**src/rtl/pll_rst_seq.sv**
```systemverilog
// Reset sequencer for the 125 MHz PLL output domain.
//
// Synchronises the raw PLL lock, requires a run of stable lock samples before
// accepting it, holds resets for a fixed time afterwards, then releases the
// staged resets one by one. A sustained loss of lock re-asserts every reset,
// bumps a saturating event counter and sets a sticky flag.
//
// Ports:
//   clk        PLL output clock (125 MHz)
//   rst        synchronous active-high reset
//   pll_locked raw PLL lock, asynchronous to clk
//   clr_flag   single-cycle pulse clearing lock_lost
//   stage_rst  active-high reset per stage, bit 0 releases first
//   ready      high while all stages are released and lock holds
//   lock_lost  sticky lock-loss flag
//   loss_cnt   saturating lock-loss event count
module pll_rst_seq #(
  parameter int unsigned SYNC_STAGES = 2,
  parameter int unsigned LOCK_FILT   = 1024,
  parameter int unsigned LOSS_FILT   = 4,
  parameter int unsigned HOLD_CYCLES = 256,
  parameter int unsigned STAGES      = 3,
  parameter int unsigned STAGE_GAP   = 16,
  parameter int unsigned CNT_W       = 8
) (
  input  logic              clk,
  input  logic              rst,
  input  logic              pll_locked,
  input  logic              clr_flag,
  output logic [STAGES-1:0] stage_rst,
  output logic              ready,
  output logic              lock_lost,
  output logic [CNT_W-1:0]  loss_cnt
);

  localparam int unsigned LockW   = $clog2(LOCK_FILT + 1);
  localparam int unsigned LossW   = $clog2(LOSS_FILT + 1);
  localparam int unsigned HoldW   = (HOLD_CYCLES > 1) ? $clog2(HOLD_CYCLES) : 1;
  localparam int unsigned RelLast = (STAGES - 1) * STAGE_GAP;
  localparam int unsigned RelW    = (RelLast > 0) ? $clog2(RelLast + 1) : 1;

  typedef enum logic [1:0] {StWait, StHold, StRel, StRun} state_e;

  state_e                   state_q, state_d;
  logic [SYNC_STAGES-1:0]   sync_q, sync_d;
  logic [LockW-1:0]         lock_cnt_q, lock_cnt_d;
  logic [LossW-1:0]         loss_f_q, loss_f_d;
  logic [HoldW-1:0]         hold_cnt_q, hold_cnt_d;
  logic [RelW-1:0]          rel_cnt_q, rel_cnt_d;
  logic [STAGES-1:0]        stage_rst_q, stage_rst_d;
  logic                     ready_q, ready_d;
  logic                     lock_lost_q, lock_lost_d;
  logic [CNT_W-1:0]         loss_cnt_q, loss_cnt_d;
  logic                     lock_s;

  assign sync_d = {sync_q[SYNC_STAGES-2:0], pll_locked};
  assign lock_s = sync_q[SYNC_STAGES-1];

  always_comb begin
    state_d     = state_q;
    lock_cnt_d  = lock_cnt_q;
    loss_f_d    = loss_f_q;
    hold_cnt_d  = hold_cnt_q;
    rel_cnt_d   = rel_cnt_q;
    stage_rst_d = stage_rst_q;
    ready_d     = ready_q;
    lock_lost_d = clr_flag ? 1'b0 : lock_lost_q;
    loss_cnt_d  = loss_cnt_q;

    if (state_q != StWait && loss_f_q == LossW'(LOSS_FILT)) begin
      // Sustained loss: tear everything down; the set beats a coincident clear.
      state_d     = StWait;
      lock_cnt_d  = '0;
      loss_f_d    = '0;
      stage_rst_d = '1;
      ready_d     = 1'b0;
      lock_lost_d = 1'b1;
      if (loss_cnt_q != '1) begin
        loss_cnt_d = loss_cnt_q + 1'b1;
      end
    end else begin
      if (state_q != StWait) begin
        loss_f_d = lock_s ? '0 : loss_f_q + 1'b1;
      end
      unique case (state_q)
        StWait: begin
          stage_rst_d = '1;
          ready_d     = 1'b0;
          if (lock_cnt_q == LockW'(LOCK_FILT)) begin
            state_d    = StHold;
            lock_cnt_d = '0;
            hold_cnt_d = '0;
            loss_f_d   = '0;
          end else begin
            lock_cnt_d = lock_s ? lock_cnt_q + 1'b1 : '0;
          end
        end
        StHold: begin
          if (hold_cnt_q == HoldW'(HOLD_CYCLES - 1)) begin
            // Stage 0 drops on the very edge REL is entered.
            state_d        = StRel;
            rel_cnt_d      = '0;
            stage_rst_d[0] = 1'b0;
          end else begin
            hold_cnt_d = hold_cnt_q + 1'b1;
          end
        end
        StRel: begin
          if (rel_cnt_q == RelW'(RelLast)) begin
            state_d = StRun;
            ready_d = 1'b1;
          end else begin
            rel_cnt_d = rel_cnt_q + 1'b1;
            for (int unsigned k = 0; k < STAGES; k++) begin
              if (32'(rel_cnt_d) >= k * STAGE_GAP) begin
                stage_rst_d[k] = 1'b0;
              end
            end
          end
        end
        StRun: begin
          stage_rst_d = '0;
          ready_d     = 1'b1;
        end
        default: state_d = StWait;
      endcase
    end
  end

  always_ff @(posedge clk) begin
    if (rst) begin
      state_q     <= StWait;
      sync_q      <= '0;
      lock_cnt_q  <= '0;
      loss_f_q    <= '0;
      hold_cnt_q  <= '0;
      rel_cnt_q   <= '0;
      stage_rst_q <= '1;
      ready_q     <= 1'b0;
      lock_lost_q <= 1'b0;
      loss_cnt_q  <= '0;
    end else begin
      state_q     <= state_d;
      sync_q      <= sync_d;
      lock_cnt_q  <= lock_cnt_d;
      loss_f_q    <= loss_f_d;
      hold_cnt_q  <= hold_cnt_d;
      rel_cnt_q   <= rel_cnt_d;
      stage_rst_q <= stage_rst_d;
      ready_q     <= ready_d;
      lock_lost_q <= lock_lost_d;
      loss_cnt_q  <= loss_cnt_d;
    end
  end

  assign stage_rst = stage_rst_q;
  assign ready     = ready_q;
  assign lock_lost = lock_lost_q;
  assign loss_cnt  = loss_cnt_q;

endmodule

```
**config.mk**
```make
export PLATFORM = sky130hd
export DESIGN_NAME = pll_rst_seq
export DESIGN_NICKNAME = d
export VERILOG_FILES = /design/src/rtl/pll_rst_seq.sv
export SDC_FILE = /design/constraint.sdc
export NUM_CORES = 1
export LEC_CHECK = 0
export CAP_MARGIN = 30
export CORE_UTILIZATION = 63
export CTS_CLUSTER_SIZE = 24
export DETAILED_ROUTE_END_ITERATION = 8
export GPL_ROUTABILITY_DRIVEN = 0
export HOLD_SLACK_MARGIN = 0.12
export PLACE_DENSITY_LB_ADDON = 0.12
export REMOVE_ABC_BUFFERS = 1
export SETUP_SLACK_MARGIN = 0.02
export SYNTH_ARGS = -nofsm -noshare
export SYNTH_HDL_FRONTEND = slang
export SYNTH_SLANG_ARGS = --single-unit
```
**constraint.sdc**
```tcl
create_clock -name clk -period 4.5 [get_ports clk]
set_clock_uncertainty 0.1 [all_clocks]
set_input_delay 0.675 -clock clk [delete_from_list [all_inputs] [get_ports clk]]
set_output_delay 0.675 -clock clk [all_outputs]
set_load 0.005 [all_outputs]
```
==> impl_metrics.env, run 1 <==
export IMPL_tns_ns=0
export IMPL_synth_area_um2=2520
export IMPL_yosysMostFrequentCell="dfxtp_1"
export IMPL_drt_pass1_iter_count=4
export IMPL_clkLatencyLatePin_ns=0.30
export IMPL_postPlaceCellArea_um2=2690
export IMPL_cp_max_fo=16
export IMPL_seqPwrFrac_pct=54.6
export IMPL_p_sw_share_pct=20.2
export IMPL_timing_rr_start="state_q[0]$_SDFFE_PP0P_"
export IMPL_dp_hpwl_mm=3.78
export IMPL_layout_cells_non_filler=356
export IMPL_drc=0
export IMPL_cts_hold_buf=0
export IMPL_syn_area_per_cell_um2=8.53
export IMPL_worst_setup_path_end_kind="flip-flop"
export IMPL_r2r_end="rel_cnt_q[3]$_SDFFE_PP0P_"
export IMPL_port_buffers=16
export IMPL_final_hold_viol_count=0
export IMPL_relSlewSlack_pct=38.2
export IMPL_grt_ovfl_total=0
export IMPL_fin_crit_ns=2.55
export IMPL_cts_buffers=5
export IMPL_synth_area_leader_cell="dfxtp_1"
export IMPL_cts_htree_levels=2
export IMPL_ys_top_cells_by_area="dfxtp_1 36%, ha_1 6.5%, a21oi_1 4.4%"
export IMPL_synthArstFlopShare_pct=0
export IMPL_hp_start="sync_q[0]$_SDFF_PP0_"
export IMPL_ys_flop_type="dfxtp_1"
export IMPL_clockBufferDepth=2
export IMPL_hold_end="sync_q[1]$_SDFF_PP0_"
export IMPL_ios=17
export IMPL_avgViaCountPerCell=6.41
export IMPL_fin_area_um2=2800
export IMPL_synth_distinct_cells=53
export IMPL_grt_use_total_pct=27.8
export IMPL_antenna_left=0
export IMPL_p_int_uw=585
export IMPL_drv_slew=0
export IMPL_die_y_um=65.2
export IMPL_cts_root_buf="clkbuf_8"
export IMPL_core_area_um2=3740
export IMPL_power_leakage_uw=0.000942
export IMPL_syn2layout_area_growth_pct=11.4
export IMPL_vias=2282
export IMPL_vdd_drop_max_mv=0.201
export IMPL_net_switching_power_uw=148
export IMPL_synthCells=295
export IMPL_cts_tree="yes"
export IMPL_path_clk_slew_ns=0.07
export IMPL_layout_drive_gt1_share_pct=4.87
export IMPL_grt_max_degree=27
export IMPL_maxCapViolCount=0
export IMPL_die_x_um=65.2
export IMPL_ys_seq_elements=45
export IMPL_start_kind="flip-flop"
export IMPL_cts_resized=0
export IMPL_yosysWarningCount=0
export IMPL_tightest_slew_ns=0.925
export IMPL_period_share_pct=56.8
export IMPL_ff2ff_path_depth=6
export IMPL_synth_commonest_cells="45 x dfxtp_1, 23 x nand2_1, 22 x a21oi_1"
export IMPL_grt_pass1_vias=2157
export IMPL_setup_viol=0
export IMPL_wl_per_cell_um=15.4
export IMPL_power_density_nw_per_um2=262
export IMPL_holdCritPathClass="flip-flop to flip-flop"
export IMPL_std_cell_rows=22
export IMPL_initial_core_util_pct=67.2
export IMPL_antenna_found_initial=0
export IMPL_critPathRequiredTime_ns=4.58
export IMPL_rsz0062_at_grt="no"
export IMPL_total_power_uw=733
export IMPL_grt_pass1_wl_mm=9.28
export IMPL_drt_initial_drc_count=184
export IMPL_p_clk_share_pct=43.4
export IMPL_synth_top_area_share_pct=35.8
export IMPL_synth_edf_count=0
export IMPL_status="finished clean"
export IMPL_timing_fmax_mhz=391
export IMPL_whs_path_depth=1
export IMPL_crit_type="flip-flop to flip-flop"
export IMPL_post_cts_setup_buffer_count=0
export IMPL_die_area_um2=4250
export IMPL_cts_sinks=45
export IMPL_diodes=0
export IMPL_r2r_setup_slack_ns=1.95
export IMPL_nNetsFinal=324
export IMPL_pwr_share_comb_pct=2.1
export IMPL_ys_seq_area_share_pct=35.8
export IMPL_cp_arrival_ns=2.63
export IMPL_routed_wirelength_mm=5.50
export IMPL_dp_cells=348
worst max path at each step:
stage / startpoint / to / slack [ns] / depth (start not counted)
after floorplan: state_q[0]$_SDFFE_PP0P_ / rel_cnt_q[4]$_SDFFE_PP0P_ / 2.38 / 6
after global placement: rst / lock_cnt_q[9]$_SDFFE_PP0P_ / 1.71 / 5
after detailed placement: rst / lock_cnt_q[9]$_SDFFE_PP0P_ / 1.67 / 5
after CTS: state_q[1]$_SDFFE_PP0P_ / rel_cnt_q[3]$_SDFFE_PP0P_ / 1.95 / 6
after global routing: state_q[1]$_SDFFE_PP0P_ / rel_cnt_q[3]$_SDFFE_PP0P_ / 1.63 / 6
final: state_q[0]$_SDFFE_PP0P_ / rel_cnt_q[3]$_SDFFE_PP0P_ / 1.95 / 6
cell families after synthesis:
logic type                 after synthesis  synth area share (%)
and+or+nand+nor                        112                  26.2
AOI/OAI and AO/OA                       84                  22.6
DFF                                     45                  35.8
buffers and inverters                   29                  4.62
adders and majority gates               13                  6.46
xor gates and xnor gates                 9                  3.13
muxes                                    3                  1.19
cells in the final DEF (no fill, tap or decap), types with 7 or more instances in the layout:
master | netlist | routed
ha_1 | 13 | 13
dfxtp_1 | 45 | 45
nand3_1 | 18 | 18
nand4_1 | 7 | 7
nand2_1 | 23 | 23
inv_1 | 18 | 18
o211ai_1 | 7 | 7
clkdlybuf4s50_1 | 0 | 16
nor2_1 | 16 | 16
xor2_1 | 8 | 8
o31ai_1 | 10 | 10
or4_1 | 12 | 12
a21oi_1 | 22 | 22
o21ai_0 | 16 | 16
a31oi_1 | 7 | 7
metal layers:
metal  track usage [%]  share of wire [%]
met5                 0                  0
met4              12.0                1.4
met3              5.73                3.6
met2              48.8                 49
met1              32.5                 46
metrics by stage:
| step | setup slack (ns) | utilization, % | hold WS, ns |
|---|---|---|---|
| 2_1_floorplan | 2.38 | - | 0.314 |
| 3_3_place_gp | 1.71 | 71.8 | 0.318 |
| 3_5_place_dp | 1.67 | 71.8 | 0.324 |
| 4_1_cts | 1.95 | 74.9 | 0.343 |
| 5_1_grt | 1.63 | 74.9 | 0.365 |
| 6_report | 1.95 | 74.9 | 0.342 |
final cells by class:
type | count | area [um^2]
repair buffers | 16 | 160
flip-flops and latches | 45 | 901
fillers | 299 | 940
clock inverters | 1 | 30.0
clock buffers | 7 | 86.3
multi-input cells | 221 | 1500
inverters | 18 | 67.6
well taps | 48 | 60.1
registers in the layout (all words and copies together), names as in the netlist:
register / cells
lock_cnt_q: 11
rel_cnt_q: 6
loss_f_q: 3
stage_rst: 3
state_q: 2
lock_lost: 1
ready: 1
hold_cnt_q: 8
loss_cnt: 8
sync_q: 2
worst max-delay path, stage by stage, from the launching register on:
cell	delay, ns
dfxtp_1	0.37
inv_1	0.11
ha_1	0.51
and3b_1	0.39
a31oi_1	0.48
nand3_1	0.16
o41ai_1	0.32
power groups by stage:
stage                     logic (uW)  clock network [uW]  registers [uW]
after floorplan                 7.24                   0             409
after global placement          14.6                   0             409
after detailed placement        14.9                   0             409
after CTS                       15.1                 322             400
after global routing            16.7                 339             400
final                           15.2                 318             400
Note: power is estimated with default switching activity, not from simulation.
==> inputs of run 2 (changes only) <==
- CORE_UTILIZATION: 63 -> 53
- clock period: 4.5 -> 2.1 ns (I/O delays scaled with it)
==> impl_metrics.env, run 2 (synthesis results as in run 1) <==
export IMPL_place_ws_ns=0.0114
export IMPL_cts_root_buf="clkbuf_8"
export IMPL_timing_fmax_mhz=501
export IMPL_vias=2350
export IMPL_start_kind="flip-flop"
export IMPL_final_common_cell="dfxtp_1"
export IMPL_critical_path_cell_count=8
export IMPL_cp_common_cell="inv_1"
export IMPL_layout_drive_gt1_share_pct=14.7
export IMPL_wl_per_cell_um=15.3
export IMPL_maxCapViolCount=0
export IMPL_power_density_nw_per_um2=550
export IMPL_vdd_drop_max_mv=0.343
export IMPL_cts_buffers=5
export IMPL_antenna_found_initial=0
export IMPL_rsz0062_at_grt="yes"
export IMPL_holdCritPathClass="flip-flop to flip-flop"
export IMPL_fillerInstances=372
export IMPL_dp_hpwl_mm=4.12
export IMPL_path_clk_slew_ns=0.09
export IMPL_die_x_um=70.9
export IMPL_worst_setup_path_end_kind="flip-flop"
export IMPL_multi_input_comb_area_um2=1540
export IMPL_relSlewSlack_pct=66.4
export IMPL_grt_pass1_wl_mm=9.81
export IMPL_regMostFlops="lock_cnt_q"
export IMPL_cts_sinks=45
export IMPL_die_y_um=70.9
export IMPL_net_switching_power_uw=337
export IMPL_final_hold_viol_count=0
export IMPL_crit_path_max_incr_delay_ns=0.36
export IMPL_routed_wirelength_mm=5.91
export IMPL_largest_reg_flops=11
export IMPL_crit_family="buffers and inverters"
export IMPL_fin_crit_ns=2.00
export IMPL_core_area_um2=4440
export IMPL_pwr_share_comb_pct=2.4
export IMPL_postPlaceCellArea_um2=2850
export IMPL_whs_path_depth=1
export IMPL_layout_common_cells="44 x dfxtp_1, 24 x buf_4, 23 x nand2_1"
export IMPL_drt_initial_drc_count=146
export IMPL_ff2ff_path_depth=8
export IMPL_p_sw_share_pct=20.1
export IMPL_drc=0
export IMPL_grt_use_total_pct=24.6
export IMPL_drt_pass1_iter_count=4
export IMPL_std_cell_rows=24
export IMPL_clkLatencyLatePin_ns=0.30
export IMPL_syn2layout_area_growth_pct=21.4
export IMPL_critical_path_buf_inv_count=4
export IMPL_power_leakage_uw=0.00108
export IMPL_avgViaCountPerCell=6.09
export IMPL_die_area_um2=5030
export IMPL_seqPwrFrac_pct=51.0
export IMPL_grt_max_degree=26
export IMPL_p_int_uw=1340
export IMPL_cp_max_fo=10
export IMPL_port_buffers=16
export IMPL_cp_arrival_ns=2.14
export IMPL_crit_type="flip-flop to flip-flop"
export IMPL_p_clk_share_pct=46.6
export IMPL_initial_core_util_pct=56.6
export IMPL_antenna_left=0
export IMPL_drv_slew=0
export IMPL_status="finished clean"
export IMPL_critPathRequiredTime_ns=2.25
export IMPL_ios=17
export IMPL_diodes=0
export IMPL_ff_latch_area_um2=902
export IMPL_cts_htree_levels=2
export IMPL_cts_tree="yes"
export IMPL_clockBufferDepth=2
export IMPL_fin_area_um2=3060
export IMPL_tightest_slew_ns=0.502
export IMPL_timing_final_ws_setup_ns=0.103
export IMPL_critical_path_slowest_cell="or3_1"
export IMPL_worstPathCellList="inv_1, ha_2, buf_6, inv_1, buf_4, or3_1, o31a_1, a21oi_1"
export IMPL_grt_pass1_vias=2112
export IMPL_total_power_uw=1680
export IMPL_period_share_pct=95.1
export IMPL_nNetsFinal=350
export IMPL_grt_ovfl_total=0
export IMPL_setup_viol=0
[run 2: cell type report]
type	instances	area share, %
clock buffers	5	2.25
clock inverters	3	2.13
inverters	18	2.21
repair buffers	41	11.5
multi-input cells	222	50.2
well taps	52	2.13
flip-flops and latches	45	29.5
[run 2: timing repair]
item,4_1_cts,5_1_grt
setup buffers,0,4
endpoints found under the setup margin,3,12
hold endpoints to repair,0,0
resized for setup,1,8
cloned,0,1
pin swaps,0,5
hold buffers,0,0
[run 2: stage by stage]
step	util (%)	hold slack (ns)	setup TNS, ns	instances
finish	68.8	0.359	0	386
global placement	64.1	0.316	0	373
floorplan	-	0.284	-0.0215	284
CTS	67.2	0.367	0	381
detailed placement	64.1	0.353	0	373
global route	68.8	0.374	0	386
[run 2: final timing paths]
path	slack (ns)	startpoint	end
min	0.36	sync_q[0]$_SDFF_PP0_	sync_q[1]$_SDFF_PP0_
max reg2reg	0.10	state_q[1]$_SDFFE_PP0P_	lock_cnt_q[8]$_SDFFE_PP0P_
min reg2reg	0.36	sync_q[0]$_SDFF_PP0_	sync_q[1]$_SDFF_PP0_
max	0.10	state_q[1]$_SDFFE_PP0P_	lock_cnt_q[8]$_SDFFE_PP0P_
[run 2: power groups by stage]
stage | clock network (uW) | logic (uW) | registers (uW)
floorplan | 0 | 15.5 | 876
global placement | 0 | 39.1 | 877
detailed placement | 0 | 39.5 | 877
CTS | 793 | 39.4 | 857
global route | 836 | 44.0 | 857
finish | 783 | 40.3 | 857
[run 2: layer usage]
layer / wire length [um] / global-route usage, % / part of all wire (%) / vias to the layer above
li1: - / - / - / 1188
met4: 103 / 9.11 / 1.7 / 0
met5: 0 / 0 / 0 / -
met3: 299 / 4.56 / 5.1 / 9
met1: 2790 / 33.0 / 47 / 1099
met2: 2720 / 39.5 / 46 / 54
==> inputs of run 3 (changes only) <==
- CELL_PAD_IN_SITES_DETAIL_PLACEMENT: default -> 1
- CELL_PAD_IN_SITES_GLOBAL_PLACEMENT: default -> 1
- CORE_UTILIZATION: 53 -> 40
==> impl_metrics.env, run 3 (synthesis results as in run 1) <==
export IMPL_cts_root_buf="clkbuf_8"
export IMPL_core_area_um2=5990
export IMPL_wl_per_cell_um=17.4
export IMPL_die_x_um=81.3
export IMPL_critical_path_slowest_cell="nor4_4"
export IMPL_postPlaceCellArea_um2=2890
export IMPL_routed_wirelength_mm=7.14
export IMPL_cp_arrival_ns=2.18
export IMPL_largest_reg_flops=11
export IMPL_grt_pass1_wl_mm=11.2
export IMPL_fin_crit_ns=2.05
export IMPL_crit_path_max_incr_delay_ns=0.48
export IMPL_antenna_found_initial=0
export IMPL_worstPathCellList="nor4_4, buf_4, a31oi_2, nor4_2, buf_4, mux2i_1"
export IMPL_drt_initial_drc_count=146
export IMPL_tightest_slew_ns=0.481
export IMPL_worst_setup_path_end_kind="flip-flop"
export IMPL_critPathRequiredTime_ns=2.23
export IMPL_ios=17
export IMPL_drv_slew=0
export IMPL_ff2ff_path_depth=6
export IMPL_relSlewSlack_pct=67.6
export IMPL_die_area_um2=6610
export IMPL_grt_use_total_pct=22.0
export IMPL_fin_hold_ws_ns=0.354
export IMPL_die_y_um=81.3
export IMPL_fin_area_um2=3070
export IMPL_drc=0
export IMPL_vias=2400
export IMPL_avgViaCountPerCell=5.84
export IMPL_total_power_uw=1450
export IMPL_finish_utilization_pct=51.2
export IMPL_diodes=0
export IMPL_cts_htree_levels=2
export IMPL_timing_fmax_mhz=489
export IMPL_initial_core_util_pct=42.0
export IMPL_syn2layout_area_growth_pct=21.9
export IMPL_layout_common_cells="43 x dfxtp_1, 27 x buf_4, 23 x nand2_1"
export IMPL_std_cell_rows=28
export IMPL_grt_ovfl_total=0
export IMPL_final_common_cell="dfxtp_1"
export IMPL_grt_pass1_vias=2316
export IMPL_power_density_nw_per_um2=474
export IMPL_antenna_left=0
export IMPL_period_share_pct=97.4
export IMPL_cts_sinks=45
export IMPL_cp_common_cell="buf_4"
export IMPL_clkLatencyLatePin_ns=0.31
export IMPL_critical_path_cell_count=6
export IMPL_cts_buffers=5
export IMPL_critical_path_buf_inv_count=2
export IMPL_regMostFlops="lock_cnt_q"
export IMPL_status="finished clean"
export IMPL_vdd_drop_max_mv=0.292
export IMPL_tns_ns=0
export IMPL_setup_viol=0
export IMPL_layout_drive_gt1_share_pct=16.1
export IMPL_clockBufferDepth=2
export IMPL_path_clk_slew_ns=0.09
export IMPL_holdCritPathClass="flip-flop to flip-flop"
export IMPL_maxCapViolCount=0
export IMPL_grt_max_degree=17
export IMPL_nNetsFinal=352
export IMPL_crit_family="simple AND/OR/NAND/NOR gates"
export IMPL_final_hold_viol_count=0
export IMPL_port_buffers=16
export IMPL_power_leakage_uw=0.00105
export IMPL_drt_pass1_iter_count=4
export IMPL_dp_hpwl_mm=4.94
export IMPL_cp_max_fo=7
export IMPL_crit_type="flip-flop to flip-flop"
export IMPL_cts_hold_buf=0
export IMPL_cts_tree="yes"
export IMPL_whs_path_depth=1
export IMPL_start_kind="flip-flop"
[run 3: power breakdown]
group / switching, uW / internal (uW) / leakage, uW
Clock: 320 / 235 / 0.0000374
Combinational: 25.7 / 17.3 / 0.000644
Sequential: 2.77 / 853 / 0.000364
[run 3: stage by stage]
step,setup WS (ns),std cells
finish,0.0539,411
global route,-0.0332,411
CTS,0.0255,405
detailed placement,0.0150,397
global placement,0.0666,397
floorplan,-0.0215,284
[run 3: worst paths after layout]
kind                              startpoint                 endpoint  slack (ns)
setup / recovery  lock_cnt_q[6]$_SDFFE_PP0P_  state_q[1]$_SDFFE_PP0P_        0.05
hold / removal          sync_q[0]$_SDFF_PP0_     sync_q[1]$_SDFF_PP0_        0.35
setup reg to reg  lock_cnt_q[6]$_SDFFE_PP0P_  state_q[1]$_SDFFE_PP0P_        0.05
hold reg to reg         sync_q[0]$_SDFF_PP0_     sync_q[1]$_SDFF_PP0_        0.35
[run 3: routing by layer]
| layer | part of all wire (%) | track usage, % | wire, um | up-vias |
|---|---|---|---|---|
| met5 | 0 | 0 | 0 | - |
| met4 | 1.3 | 5.36 | 91 | 0 |
| met3 | 2.0 | 3.71 | 143 | 8 |
| met2 | 49 | 38.3 | 3510 | 25 |
| met1 | 47 | 28.0 | 3390 | 1180 |
| li1 | - | - | - | 1187 |
[run 3: timing repair]
action                                  in CTS  in global routing
pin swaps                                    0                  3
gates resized for setup                      2                 11
endpoints found under the setup margin       9                 19
gates cloned                                 0                  1
buffers inserted                             0                  5
[run 3: final cells by class]
| cell class | count | area, um^2 |
|---|---|---|
| clock buffer | 6 | 72.6 |
| clock inverter | 2 | 15.0 |
| fill | 723 | 2920 |
| inverter | 18 | 71.3 |
| multi-input combinational | 222 | 1550 |
| sequential | 45 | 906 |
| tap | 75 | 93.8 |
| timing repair buffer | 43 | 363 |
